--- src/rtl/im_loader.sv ---
// im_loader -- boot-time instruction memory writer and verifier.
//
// Accepts an image of Len bytes over a valid/ready byte stream and writes
// each byte into the byte-addressed instruction memory IM. It then reads the
// image back one big-endian word per cycle through IM's combinational word
// port and compares a 16-bit byte checksum of what was read against the
// checksum of what was written. The processor is held off with Busy for the
// whole load and verify sequence.
//
// Ports:
//   clk, rst         clock; synchronous active-high reset
//   Start, Len       one-cycle load request and image length (sampled in IDLE)
//   InByte, InValid  stream data and valid
//   InReady          stream ready (high only while loading)
//   MemWrite, MemAddr, MemWData   IM byte write port (combinational)
//   InstrAddr, Instr              IM word read port (verify phase)
//   Busy             high while loading or verifying
//   Done             one-cycle pulse at the end of verify
//   Pass             verify result, held until the next accepted Start
//   Error            one-cycle pulse after a rejected Start

module im_loader #(
  parameter int INSTR_MAX  = 128,
  parameter int INSTR_SIZE = 8
) (
  input  logic                  clk,
  input  logic                  rst,
  input  logic                  Start,
  input  logic [7:0]            Len,
  input  logic [INSTR_SIZE-1:0] InByte,
  input  logic                  InValid,
  output logic                  InReady,
  output logic                  MemWrite,
  output logic [31:0]           MemAddr,
  output logic [INSTR_SIZE-1:0] MemWData,
  output logic [31:0]           InstrAddr,
  input  logic [31:0]           Instr,
  output logic                  Busy,
  output logic                  Done,
  output logic                  Pass,
  output logic                  Error
);

  typedef enum logic [1:0] {
    IDLE   = 2'd0,
    LOAD   = 2'd1,
    VERIFY = 2'd2,
    DONE   = 2'd3
  } stateT;

  localparam logic [8:0] MAX_LEN = 9'(INSTR_MAX);

  stateT       stateReg, stateNext;
  logic [7:0]  lenReg;
  logic [7:0]  byteCnt;
  logic [31:0] wordAddr;
  logic [15:0] wrSum;
  logic [15:0] rdSum;
  logic        passReg;
  logic        errorReg;

  // Control strobes decoded from the current state and inputs.
  logic        lenBad;
  logic        acceptStart;
  logic        rejectStart;
  logic        xfer;
  logic        lastByte;
  logic        lastWord;
  logic [15:0] wordSum;
  logic [15:0] rdSumNext;

  // Split the read word into its four bytes, each zero-extended to the
  // checksum width.
  logic [15:0] instrByte [4];

  for (genvar gi = 0; gi < 4; gi++) begin : gByte
    assign instrByte[gi] = {8'd0, Instr[31-8*gi -: 8]};
  end

  assign wordSum   = instrByte[0] + instrByte[1] + instrByte[2] + instrByte[3];
  assign rdSumNext = rdSum + wordSum;

  // Only whole words that fit in IM are loadable.
  assign lenBad      = (Len == 8'd0) || ({1'b0, Len} > MAX_LEN) || (Len[1:0] != 2'b00);
  assign acceptStart = (stateReg == IDLE) && Start && !lenBad;
  assign rejectStart = (stateReg == IDLE) && Start && lenBad;
  assign xfer        = (stateReg == LOAD) && InValid;
  assign lastByte    = xfer && (byteCnt == lenReg - 8'd1);
  // Len is at most 128, so the 8-bit sum cannot wrap before matching.
  assign lastWord    = (stateReg == VERIFY) && ((wordAddr[7:0] + 8'd4) == lenReg);

  // State register.
  always_ff @(posedge clk) begin
    if (rst) begin
      stateReg <= IDLE;
    end else begin
      stateReg <= stateNext;
    end
  end

  // Next-state and combinational outputs.
  always_comb begin
    stateNext = stateReg;
    InReady   = 1'b0;
    MemWrite  = 1'b0;
    MemAddr   = 32'd0;
    MemWData  = '0;
    Busy      = 1'b0;
    Done      = 1'b0;

    case (stateReg)
      IDLE: begin
        if (acceptStart) begin
          stateNext = LOAD;
        end
      end
      LOAD: begin
        InReady  = 1'b1;
        Busy     = 1'b1;
        MemWrite = InValid;
        MemAddr  = {24'd0, byteCnt};
        MemWData = InByte;
        if (lastByte) begin
          stateNext = VERIFY;
        end
      end
      VERIFY: begin
        Busy = 1'b1;
        if (lastWord) begin
          stateNext = DONE;
        end
      end
      DONE: begin
        Done      = 1'b1;
        stateNext = IDLE;
      end
      default: begin
        stateNext = IDLE;
      end
    endcase
  end

  // Datapath: counters, checksums and registered flags.
  always_ff @(posedge clk) begin
    if (rst) begin
      lenReg   <= 8'd0;
      byteCnt  <= 8'd0;
      wordAddr <= 32'd0;
      wrSum    <= 16'd0;
      rdSum    <= 16'd0;
      passReg  <= 1'b0;
      errorReg <= 1'b0;
    end else begin
      errorReg <= rejectStart;

      if (acceptStart) begin
        lenReg   <= Len;
        byteCnt  <= 8'd0;
        wordAddr <= 32'd0;
        wrSum    <= 16'd0;
        rdSum    <= 16'd0;
        passReg  <= 1'b0;
      end

      if (xfer) begin
        byteCnt <= byteCnt + 8'd1;
        wrSum   <= wrSum + 16'(InByte);
      end

      if (stateReg == VERIFY) begin
        rdSum <= rdSumNext;
        if (lastWord) begin
          // Compare with the final word already folded in so that Pass is
          // valid in the same cycle that Done is high. InstrAddr stays on
          // the last word read.
          passReg <= (rdSumNext == wrSum);
        end else begin
          wordAddr <= wordAddr + 32'd4;
        end
      end
    end
  end

  assign InstrAddr = wordAddr;
  assign Pass      = passReg;
  assign Error     = errorReg;

endmodule

--- config.mk ---
export PLATFORM = sky130hd
export DESIGN_NAME = im_loader
export DESIGN_NICKNAME = d
export VERILOG_FILES = /design/src/rtl/im_loader.sv
export SDC_FILE = /design/constraint.sdc
export NUM_CORES = 1
export LEC_CHECK = 0
export ABC_AREA = 1
export BUFFER_PORTS_ARGS = -buffer_cell sky130_fd_sc_hd__buf_4
export CAP_MARGIN = 10
export CORE_MARGIN = 2
export CORE_UTILIZATION = 57
export CTS_CLUSTER_DIAMETER = 80
export DETAILED_ROUTE_END_ITERATION = 8
export GPL_ROUTABILITY_DRIVEN = 0
export GPL_TIMING_DRIVEN = 0
export HOLD_SLACK_MARGIN = 0.05
export PLACE_DENSITY_LB_ADDON = 0.2
export SYNTH_ARGS = -nofsm -noshare
export SYNTH_HDL_FRONTEND = slang
export SYNTH_SLANG_ARGS = --single-unit
--- constraint.sdc ---
create_clock -name clk -period 4.65 [get_ports clk]
set_clock_uncertainty 0.1 [all_clocks]
set_input_delay 0.2325 -clock clk [delete_from_list [all_inputs] [get_ports clk]]
set_output_delay 0.2325 -clock clk [all_outputs]
set_load 0.005 [all_outputs]
==> results of run 1 <==
-- path summary, 6_finish.rpt --
| path | to | startpoint | slack, ns |
|---|---|---|---|
| max | Pass | Instr[3] | 1.01 |
| min | lenReg[2] | Len[2] | 0.09 |
| max reg2reg | Pass | rdSum[1] | 1.66 |
| min reg2reg | InstrAddr[1] | InstrAddr[1] | 0.36 |
-- cell families after synthesis --
| family | after synthesis |
|---|---|
| AO/OA/AOI/OAI | 126 |
| XOR/XNOR | 27 |
| adder cells (fa/ha/maj) | 54 |
| buffers and inverters | 239 |
| flip-flops | 84 |
| other | 1 |
| AND/OR/NAND/NOR | 504 |
-- metal layers --
layer | routed length [microns] | vias up | global-route usage
li1 | - | 3491 | -
met1 | 7320 | 3094 | 0.365
met2 | 7760 | 263 | 0.434
met3 | 1320 | 35 | 0.0535
met4 | 391 | 0 | 0.107
met5 | 0 | - | 0
-- tightest hold or removal path: cells and delay by family --
kind	cells	cell delay, ns
AOI/OAI and AO/OA	2	0.19
buffers and inverters	1	0.08
-- registers in the layout (all words and copies together), names as in the netlist --
signal / flops
rdSum: 16
lenReg: 8
Error: 1
byteCnt: 8
wrSum: 16
stateReg: 2
InstrAddr: 32
Pass: 1
-- per-stage QoR --
| stage | std cells | power, mW | area [sq um] |
|---|---|---|---|
| 5_1_grt | 1324 | 3.25 | 8030 |
| 3_5_place_dp | 1306 | 2.29 | 7720 |
| 6_report | 1324 | 3.00 | 8030 |
| 4_1_cts | 1324 | 2.99 | 8030 |
| 3_3_place_gp | 1306 | 2.26 | 7720 |
| 2_1_floorplan | 1058 | 1.93 | 6760 |
-- cell usage in the layout, fill, tap and decap left out, types with 2 or more instances in the layout --
master / n
nor4_1: 4
dfxtp_1: 84
nand3_1: 80
or2_2: 3
xnor2_1: 8
nor2_2: 6
nor2_1: 84
a21oi_1: 78
clkbuf_8: 2
o21ai_0: 26
a211oi_1: 6
dlygate4sd3_1: 2
clkbuf_1: 12
nand3b_1: 4
o21bai_1: 2
xor2_1: 18
clkbuf_16: 9
o31ai_1: 2
nand2_4: 2
nand3_2: 2
buf_6: 2
nand2_1: 278
a32oi_1: 3
inv_1: 189
nor3_1: 16
o21a_1: 2
nand2_2: 4
nand4_1: 18
buf_4: 131
fa_1: 24
clkinv_2: 2
buf_2: 5
ha_1: 30
clkinvlp_4: 3
conb_1: 24
-- area by class of cell --
type                    count  area [sq um]
multi-input cells         735          4050
fillers                  1065          3390
flip-flops and latches     84          1680
repair buffers            107           808
inverters                 192           722
plain buffers              47           307
clock buffers              11           253
well taps                 143           179
clock inverters             5          36.3
-- power by group --
part	switching [mW]	internal (mW)	leakage (nW)	total [mW]
Sequential	0.0467	0.776	0.678	0.822
Combinational	0.920	0.552	3.20	1.47
Clock	0.310	0.391	0.134	0.701
Total	1.28	1.72	4.01	3.00
-- repair_timing --
item | CTS | global route
hold endpoints to repair | 2 | 0
setup buffers | 0 | 0
hold buffers | 2 | 0
==> flow_metrics.tcl, run 1 <==
set metrics [dict create \
    drt_iter0_markers 443 \
    initial_utilization 0.584 \
    critical_path_depth 22 \
    routed_via_density 5.20 \
    synth_commonest_cells "nand2_1, inv_1, dfxtp_1, nor2_1, nand3_1" \
    synth-simple-area-share 0.324 \
    final_util 0.703 \
    finalCriticalPeriod_ns 3.64 \
    cts_buffers 9 \
    core_area_sq_mm 0.0114 \
    cp-end-kind "flip-flop" \
    seq_area_frac_synth 0.252 \
    clock-root-buffer "clkbuf_16" \
    worst_slew_pin_slew_ns 0.762 \
    layout_setup_ws_ns 1.01 \
    clock_sinks 84 \
    synth_cell_types 46 \
    synth_top_family_by_area "simple AND/OR/NAND/NOR gates" \
    antenna_found_initial 0 \
    ir_drop_mv 0.338 \
    cts_tree "done" \
    max_clock_freq_ghz 0.275 \
    grt_pass1_vias 6200 \
    grt_pass1_wl_microns 28000 \
    tns_ns 0 \
    finalHoldViolCount 0 \
    clkTransAtPathRegs_ns 0.06 \
    grt_usage 0.272 \
    port_buffers 105 \
    post-route-drc-count 0 \
    yosysWarnings 0 \
    die-area_sq_mm 0.0126 \
    worst_path_max_delay_cell "fa_1" \
    rows 39 \
    synth_mux_area_frac 0 \
    die_h_microns 112 \
    drt_wl_total_microns 16800 \
    synth_ff_type "dfxtp_1" \
    htree_levels 3 \
    ioPinCount 130 \
    relSlewSlack 0.492 \
    finalCritPeriodShare 0.782 \
    crit_fanout 6 \
    min_path_cells 3 \
    path_class "in -> reg" \
    synth-edff-count 0 \
    grt_start_max_net_pins 15 \
    synthCells 1035 \
    synthToLayoutAreaGrowth_pct 20.4 \
    synth_xor_area_frac 0.0375 \
    critPathMaxStageDelay_ns 0.53 \
    path_cells "buf_4 > inv_1 > fa_1 > inv_1 > fa_1 > inv_1 > fa_1 > inv_1 > ha_1 > a21oi_1 > nand2_1 > nand2_1 > nand2_1 > nand2_1 > nand2_1 > nand2_1 > nand2_1 > nor2_1 > nand3_1 > nor2_1 > nand2_1 > a21oi_1" \
    reg2reg_depth 16 \
    rsz0062_at_grt "no" \
    wl_per_cell_microns 12.7 \
    vias 6883 \
    min_path_type "in -> reg" \
    post_cts_resized 0 \
    ys_ff_latch 84 \
    synth_most_common_cell "nand2_1" \
    setup_viol 0 \
    grt_overflow_total 0 \
    syn_area_sq_mm 0.00667 \
    timing.hold.ws_ns 0.0858 \
    postSynth.asyncResetShare 0 \
    drt_first_pass_iters 5 \
    place_ws_ns 0.683 \
    cp-start-kind "input pin" \
    status "finished, final reports clean" \
    slew_viol_final 0 \
    yosys-top-cells-area "dfxtp_1, nand2_1, inv_1, fa_1, nand3_1" \
    nets 1282 \
    cp_common_cell "nand2_1" \
    clock_latency_ns 0.35 \
    maxCapViolations 0 \
    ant_nets 0 \
    powerDensity_mw_per_mm2 373 \
    synth_area_leader_cell "dfxtp_1" \
    synth_fa_ha_area_frac 0.128 \
    dpl.hpwl_microns 13200 \
    leakage_nw 4.01 \
    yosysTopAreaCellShare 0.252 \
    synth_compound_area_frac 0.104 \
    required_ns 4.83 \
    fp.dieW_microns 112 \
    diodes 0 \
    clockBufferDepth 2 \
    crit_buf_inv 5 \
    drive_gt1_frac 0.150 \
    arrival_ns 3.82 \
    crit_family "adder cells" \
    avgSynthCellArea_sq_um 6.44 \
]
Note: power is estimated with default switching activity, not from simulation.
==> inputs of run 2 (changes only) <==
==> constraint.sdc (replaced) <==
create_clock -name clk -period 3.8 [get_ports clk]
set_clock_uncertainty 0.1 [all_clocks]
set_input_delay 0.19 -clock clk [delete_from_list [all_inputs] [get_ports clk]]
set_output_delay 0.19 -clock clk [all_outputs]
set_load 0.005 [all_outputs]
==> flow_metrics.tcl, run 2 (synthesis gave the netlist of run 1 again) <==
set metrics [dict create \
    status "finished, final reports clean" \
    path_class "in -> reg" \
    finalHoldViolCount 0 \
    htree_levels 3 \
    core_area_sq_mm 0.0114 \
    worst_path_max_delay_cell "fa_1" \
    port_buffers 105 \
    hold_start "Len[6]" \
    critPathMaxStageDelay_ns 0.56 \
    worstReg2RegEnd "Pass" \
    initial_utilization 0.584 \
    fp.dieW_microns 112 \
    synthToLayoutAreaGrowth_pct 20.9 \
    nets 1285 \
    powerDensity_mw_per_mm2 456 \
    arrival_ns 3.74 \
    grt_start_max_net_pins 15 \
    wl_met3_microns 1340 \
    dpl.hpwl_microns 13200 \
    cp-start-kind "input pin" \
    tns_ns 0 \
    diodes 0 \
    clock_sinks 84 \
    drive_gt1_frac 0.150 \
    ir_drop_mv 0.416 \
    path_cells "buf_4 > inv_1 > fa_1 > fa_1 > fa_1 > inv_1 > ha_1 > fa_1 > nand3_1 > nand3_1 > nand3_1 > nand3_1 > nand2_1 > nand3_1 > nand2_1 > nand3_1 > nor2_1 > nand2_1 > a21oi_1" \
    grt_overflow_total 0 \
    ioPinCount 130 \
    maxCapViolations 0 \
    clock-root-buffer "clkbuf_16" \
    die-area_sq_mm 0.0126 \
    rows 39 \
    finalCriticalPeriod_ns 3.56 \
    setup_viol 0 \
    top_layer "met4" \
    drt_first_pass_iters 5 \
    largest_reg_flops 32 \
    layout_common_cells "nand2_1, inv_1, buf_4, dfxtp_1, nor2_1" \
    post-route-drc-count 0 \
    cts_tree "done" \
    grt_usage 0.273 \
    max_clock_freq_ghz 0.281 \
    cts_buffers 9 \
    clockBufferDepth 2 \
    routed_via_density 5.19 \
    whs_endpoint "lenReg[6]" \
    final_cell_count_no_fill 1327 \
    die_h_microns 112 \
    wl_met2_microns 7810 \
    vias 6884 \
    antenna_found_initial 0 \
    slew_viol_final 0 \
    grt_pass1_wl_microns 28200 \
    timing.rr.start "rdSum[1]" \
    drt_wl_total_microns 16800 \
    timing.hold.ws_ns 0.0689 \
    dp.cells 1306 \
    min_path_cells 3 \
    ant_nets 0 \
    wl_per_cell_microns 12.7 \
    rsz0062_at_grt "no" \
    drt_iter0_markers 516 \
    clkTransAtPathRegs_ns 0.06 \
    clock_latency_ns 0.35 \
    grt_pass1_vias 6218 \
    reg2reg_depth 16 \
    relSlewSlack 0.483 \
    worst_slew_pin_slew_ns 0.775 \
    min_path_type "in -> reg" \
    leakage_nw 4.02 \
    cp_common_cell "nand3_1" \
    required_ns 3.98 \
    met1_length_microns 7280 \
    reg2reg_setup_slack_ns 0.80 \
    final_common_cell "nand2_1" \
    finalCritPeriodShare 0.937 \
    cp-end-kind "flip-flop" \
    crit_fanout 4 \
]
## run 2: worst max-delay path by stage
stage	end	startpoint	slack (ns)
after global routing	Pass	Instr[5]	0.05
final	Pass	Instr[1]	0.24
after CTS	Pass	Instr[3]	0.24
after global placement	Pass	Instr[3]	-0.06
after detailed placement	Pass	Instr[3]	-0.12
after floorplan	Pass	Instr[3]	0.32
## run 2: cell type report
cell class / count / area (sq um)
Buffer: 47 / 307
Tap cell: 143 / 179
Sequential cell: 84 / 1680
Clock inverter: 5 / 36.3
Multi-Input combinational cell: 735 / 4050
Clock buffer: 11 / 253
Timing Repair Buffer: 110 / 838
Inverter: 192 / 722
Fill cell: 1054 / 3350
## run 2: critical path: cells and delay by family
kind / cells / cell delay (ns)
compound gates: 1 / 0.10
simple gates: 10 / 1.09
fa+ha+maj: 5 / 2.19
buf+inv: 3 / 0.15
## run 2: metal layers
metal	track usage	up-vias
met5	0	-
met3	0.0535	33
met2	0.437	273
li1	-	3500
met4	0.107	0
met1	0.367	3078
## run 2: per-stage QoR
stage	instance area [sq um]	setup slack [ns]	utilization	power [mW]
after floorplan	6760	0.324	-	2.36
after global placement	7720	-0.0567	0.676	2.76
after detailed placement	7720	-0.124	0.676	2.80
after CTS	8060	0.236	0.706	3.67
after global routing	8070	0.0496	0.706	3.99
final	8070	0.240	0.706	3.67
## run 2: timing repair
action	4_1_cts	5_1_grt
hold buffers	5	0
buffers inserted	0	0
endpoints found under the hold margin	5	0
gates resized for setup	0	1
endpoints found under the setup margin	0	1
## run 2: power breakdown
part           internal (mW)  switching [mW]  leakage [nW]
Sequential             0.949          0.0577         0.678
Combinational          0.680            1.13          3.21
Clock                  0.478           0.378         0.134
